**config.mk**
```make
export PLATFORM = sky130hd
export DESIGN_NAME = led
export DESIGN_NICKNAME = d
export VERILOG_FILES = /design/src/rtl/led_pkg.sv /design/src/rtl/led_tick_gen.sv /design/src/rtl/led.sv
export SDC_FILE = /design/constraint.sdc
export NUM_CORES = 1
export LEC_CHECK = 0
export ABC_AREA = 1
export CAP_MARGIN = 5
export CORE_UTILIZATION = 50
export CTS_CLUSTER_SIZE = 24
export DETAILED_ROUTE_END_ITERATION = 12
export GPL_TIMING_DRIVEN = 1
export PLACE_DENSITY = 0.69
export SLEW_MARGIN = 5
export SYNTH_ARGS = -nofsm -noshare
export SYNTH_HDL_FRONTEND = slang
export SYNTH_HIERARCHICAL = 1
export SYNTH_SLANG_ARGS = --single-unit
```
**constraint.sdc**
```tcl
create_clock -name clk -period 1.5 [get_ports clk]
set_input_delay 0.375 -clock clk [delete_from_list [all_inputs] [get_ports clk]]
set_output_delay 0.375 -clock clk [all_outputs]
set_load 0.005 [all_outputs]
```
**src/rtl/led_pkg.sv**
```systemverilog
`default_nettype none
// ============================================================================
// Module   : led_pkg
// Brief    : Shared defaults, counter width and helpers for the LED driver.
// Revision : 1.0 - initial release
// ============================================================================
package led_pkg;

    localparam int unsigned HALF_PERIOD_DEFAULT = 25_000_000;
    localparam int unsigned PWM_BITS_DEFAULT    = 8;
    localparam int unsigned CNT_W               = 32;

    typedef enum logic [0:0] {
        DIR_UP   = 1'b0,
        DIR_DOWN = 1'b1
    } dir_e;

    // Duty-step interval: half-period spread over 2^bits steps, never below 1.
    function automatic int unsigned calc_step(input int unsigned hp, input int unsigned bits);
        int unsigned s;
        s = hp >> bits;
        return (s > 0) ? s : 1;
    endfunction

endpackage : led_pkg
`default_nettype wire

```
**src/rtl/led_tick_gen.sv**
```systemverilog
`default_nettype none
// ============================================================================
// Module   : led_tick_gen
// Brief    : Free-running modulo-PERIOD counter with a one-cycle wrap tick.
// Revision : 1.0 - initial release
// ============================================================================
module led_tick_gen
    import led_pkg::*;
#(
    parameter int unsigned PERIOD = 2
) (
    input  logic clk,
    input  logic rst_n,
    output logic tick
);

    localparam logic [CNT_W-1:0] LAST = CNT_W'(PERIOD - 1);
    localparam logic [CNT_W-1:0] ONE  = CNT_W'(1);

    logic [CNT_W-1:0] cnt_d;
    logic [CNT_W-1:0] cnt_q;

    // Tick is high during the cycle whose closing edge wraps the counter.
    assign tick = (cnt_q == LAST);

    always_comb begin
        cnt_d = cnt_q + ONE;
        if (tick) begin
            cnt_d = '0;
        end
    end

    always_ff @(posedge clk) begin
        if (rst_n) begin
            cnt_q <= '0;
        end else begin
            cnt_q <= cnt_d;
        end
    end

endmodule : led_tick_gen
`default_nettype wire

```
**src/rtl/led.sv**
```systemverilog
`default_nettype none
// ============================================================================
// Module   : led
// Brief    : LED driver. Blinks at 2*HALF_PERIOD cycles by default; defining
//            LED_BREATHE_EN swaps in a PWM "breathing" ramp instead.
// Revision : 1.0 - initial release
// ============================================================================
module led
    import led_pkg::*;
#(
    parameter int unsigned HALF_PERIOD = HALF_PERIOD_DEFAULT,
    parameter int unsigned PWM_BITS    = PWM_BITS_DEFAULT
) (
    input  logic clk,
    input  logic rst_n,
    output logic ledout
);

    if (HALF_PERIOD < 2) begin : g_bad_half_period
        $error("led: HALF_PERIOD must be >= 2");
    end

    if ((PWM_BITS < 4) || (PWM_BITS > 12)) begin : g_bad_pwm_bits
        $error("led: PWM_BITS must be in 4..12");
    end

    logic ledout_d;
    logic ledout_q;

    assign ledout = ledout_q;

`ifndef LED_BREATHE_EN

    logic half_tick;

    led_tick_gen #(
        .PERIOD (HALF_PERIOD)
    ) u_half_tick (
        .clk   (clk),
        .rst_n (rst_n),
        .tick  (half_tick)
    );

    always_comb begin
        ledout_d = ledout_q;
        if (half_tick) begin
            ledout_d = ~ledout_q;
        end
    end

    always_ff @(posedge clk) begin
        if (rst_n) begin
            ledout_q <= 1'b0;
        end else begin
            ledout_q <= ledout_d;
        end
    end

`else

    localparam int unsigned         STEP     = calc_step(HALF_PERIOD, PWM_BITS);
    localparam logic [PWM_BITS-1:0] DUTY_MAX = '1;
    localparam logic [PWM_BITS-1:0] PWM_ONE  = PWM_BITS'(1);

    logic                step_tick;
    logic [PWM_BITS-1:0] pwm_cnt_d, pwm_cnt_q;
    logic [PWM_BITS-1:0] target_d,  target_q;
    logic [PWM_BITS-1:0] duty_d,    duty_q;
    dir_e                dir_d,     dir_q;

    led_tick_gen #(
        .PERIOD (STEP)
    ) u_step_tick (
        .clk   (clk),
        .rst_n (rst_n),
        .tick  (step_tick)
    );

    always_comb begin
        pwm_cnt_d = pwm_cnt_q + PWM_ONE;
        target_d  = target_q;
        dir_d     = dir_q;
        duty_d    = duty_q;

        // Direction flips on the step that lands on an end value, so each
        // end value is produced exactly once per sweep.
        if (step_tick) begin
            if (dir_q == DIR_UP) begin
                target_d = target_q + PWM_ONE;
                if (target_q == (DUTY_MAX - PWM_ONE)) begin
                    dir_d = DIR_DOWN;
                end
            end else begin
                target_d = target_q - PWM_ONE;
                if (target_q == PWM_ONE) begin
                    dir_d = DIR_UP;
                end
            end
        end

        // The ramp runs independently; a frame only sees it at its start.
        if (pwm_cnt_q == DUTY_MAX) begin
            duty_d = target_q;
        end

        ledout_d = (pwm_cnt_q < duty_q);
    end

    always_ff @(posedge clk) begin
        if (rst_n) begin
            pwm_cnt_q <= '0;
            target_q  <= '0;
            duty_q    <= '0;
            dir_q     <= DIR_UP;
            ledout_q  <= 1'b0;
        end else begin
            pwm_cnt_q <= pwm_cnt_d;
            target_q  <= target_d;
            duty_q    <= duty_d;
            dir_q     <= dir_d;
            ledout_q  <= ledout_d;
        end
    end

`endif

endmodule : led
`default_nettype wire

```
==> qor.yml <==
run_status:
  outcome: "completed"
pwr:
  pwr-share-seq_pct: 52.1
  p_leak_nw: 0.770
  p_switching_w: 0.000373
  combPwrFrac_pct: 4.4
  power.share.clock_pct: 43.5
  irDropWorstVdd_mv: 0.448
  p_sw_share_pct: 21.8
  p_per_area_mw_per_mm2: 768
  p_int_w: 0.00134
worst_setup_path:
  slowest_delay_ns: 0.41
  crit_type: "flop to flop"
  startpoint: "u_half_tick/cnt_q[18]"
  crit_buf_inv: 1
  regToRegStartpoint: "u_half_tick/cnt_q[18]"
  required_ns: 1.67
  crit_chain: "nand2_1, nor2_1, nand2_1, nor2_1, nand2_2, nand2_4, clkbuf_16, a21oi_1"
  start_kind: "flop"
  crit_fanout: 5
  slowest_stage: "dfxtp_1"
  cp.arrival_ns: 1.62
  endpoint_kind: "flop"
  path_delay_family: "simple AND/OR/NAND/NOR gates"
placement:
  gp_congestion: 0.897
  portBuffers: 2
  dp.cells: 362
  dp_hpwl_um: 3180
floorplanning:
  core-area_mm2: 0.00366
  row_count: 22
  fp.dieH_um: 63.7
  ios: 3
  dieArea_mm2: 0.00405
  die_w_um: 63.7
  initial_utilization_pct: 51.9
finish:
  stdcell_count: 373
  fillers: 355
  diodes: 0
  nNetsFinal: 327
  syn2layout_area_growth_pct: 17.4
  final_common_cell: "nand2_1"
  mostFrequentLayoutCells: "nand2_1, nor2_1, inv_1"
  drive_above_1_share_pct: 14.5
hold_path:
  hp-start: "u_half_tick/cnt_q[3]"
  hp-class: "flop to flop"
clock_tree:
  cts-buffers-inserted: 5
  root_buffer: "clkbuf_8"
  clock_sinks: 33
  clk_pin_slew_worst_paths_ns: 0.07
  h-tree-depth: 2
  cts_tree: "done"
  cts_hold_buffers: 0
  clk_latency_ns: 0.29
  max-clock-path-buffers: 2
global_routing:
  gr-max-usage-layer: "met2"
  grt_max_degree: 20
  grt-ovfl-total: 0
  grt_pass1_vias: 1574
  use_met2_pct: 34.2
  antenna_found_initial: 0
  grt_pass1_wl_um: 7220
  globalRouteMet1Util_pct: 33.2
  met3_usage_pct: 4.89
  grtUsageTotal_pct: 23.3
routing:
  drtPass1Iterations: 6
  avgRoutedWirePerCell_um: 11.9
  drt_wl_total_um: 4450
  antenna_left: 0
  drc: 0
  drt_iter0_markers: 128
  via_per_inst: 4.86
  vias: 1814
synthesis:
  netlist-cell-type-count: 21
  ys_seq_area_share_pct: 34.8
  synthArstFlopShare_pct: 0
  yosys_most_used_dff: "dfxtp_1"
  synthCells: 310
  netlist_area_mm2: 0.00190
  synth_fp_nets: 313
  synth_area_per_cell_um2: 6.13
  ys_seq_elements: 33
  synth-edff-count: 0
  yosys_warnings: 6
timing:
  hold_viol: 0
  slew_headroom_pct: 79.4
  tns_ns: 0
  worst_slew_pin_slew_ns: 0.307
  fin_skew_ns: 0.00300
  finalCritPeriodShare_pct: 96.4
  fmax_mhz: 691
  fin_crit_ns: 1.45
  rsz0062_at_grt: "yes"
  finalSetupViolCount: 0
  slew_viol_final: 0
job:
  cap_violations: 0
[kinds of logic (layout without fill, tap and decap cells)]
logic type               count (synthesis)  after routing  synth area share, %
AO/OA/AOI/OAI                           14             14                 3.82
buffers and inverters                   34             49                 7.90
AND/OR/NAND/NOR                        218            218                 48.3
adder cells (fa/ha/maj)                  1              1                0.658
XOR/XNOR                                10             10                 4.61
flip-flops                              33             33                 34.8
[final cells by class]
type                            instances  area, um2  share of cell area [%]
Multi-Input combinational cell        243       1150                    51.5
Sequential cell                        33        671                    30.1
Timing Repair Buffer                   10        133                    5.95
Inverter                               31        116                    5.22
Clock buffer                            7       96.3                    4.32
Tap cell                               48       60.1                    2.69
Clock inverter                          1       5.00                   0.224
[cell usage after synthesis, types with 2 or more instances]
library cell | instances | area share [%]
a21oi_1 | 11 | 2.9
buf_6 | 3 | 1.8
dfxtp_1 | 33 | 35
inv_1 | 31 | 6.1
nand2_1 | 105 | 21
nand2_2 | 4 | 1.3
nand3_1 | 19 | 5.0
nand3b_1 | 2 | 0.79
nand4_1 | 3 | 0.99
nor2_1 | 74 | 15
nor2_2 | 3 | 0.99
nor2_4 | 4 | 2.4
o21ai_0 | 2 | 0.53
xnor2_1 | 7 | 3.2
xor2_1 | 3 | 1.4
[power groups by stage]
stage | combinational (W) | clock (W) | sequential [W]
floorplan | 0.0000322 | 0 | 0.000908
global placement | 0.0000547 | 0 | 0.000907
detailed placement | 0.0000556 | 0 | 0.000907
CTS | 0.0000555 | 0.000761 | 0.000887
global route | 0.0000823 | 0.000805 | 0.000892
finish | 0.0000762 | 0.000745 | 0.000892
[routing by layer]
metal | routed length, um | up-vias
met5 | 0 | -
met4 | 51 | 0
met3 | 192 | 5
met2 | 1900 | 37
met1 | 2310 | 800
li1 | - | 972
[metrics by stage]
stage                     worst slack [ns]  hold WS (ns)  total power (W)  area (um2)  util (%)
after floorplan                     0.0287         0.430         0.000940        1900         -
after global placement              0.0590         0.470         0.000962        2010      54.9
after detailed placement            0.0377         0.473         0.000963        2010      54.9
after CTS                          0.00435         0.490          0.00170        2110      57.7
after global routing               -0.0689         0.516          0.00178        2230      60.9
final                               0.0537         0.490          0.00171        2230      60.9
[flip-flops by register name (all words and copies together) (netlist names)]
name and flops:
ledout 1, u_half_tick/cnt_q 32
[path summary, 6_finish.rpt]
| path | end | slack (ns) | cells past startpoint |
|---|---|---|---|
| min | u_half_tick/cnt_q[3] | 0.49 | 2 |
| max | u_half_tick/cnt_q[17] | 0.05 | 8 |
| min reg2reg | u_half_tick/cnt_q[3] | 0.49 | 2 |
| max reg2reg | u_half_tick/cnt_q[17] | 0.05 | 8 |
[worst min-delay path, delay by kind of cell, from the launching register on]
family             cells  cell delay, ns
AOI/OAI and AO/OA      1            0.05
DFF                    1            0.33
and+or+nand+nor        1            0.07
[repair_timing]
item | in CTS | in global routing
setup buffers | 0 | 1
pin swaps | 0 | 8
endpoints found under the hold margin | 0 | 0
setup endpoints to repair | 1 | 34
gates cloned | 0 | 2
resized for setup | 1 | 25
No activity file was read; power rests on OpenSTA's default activity.
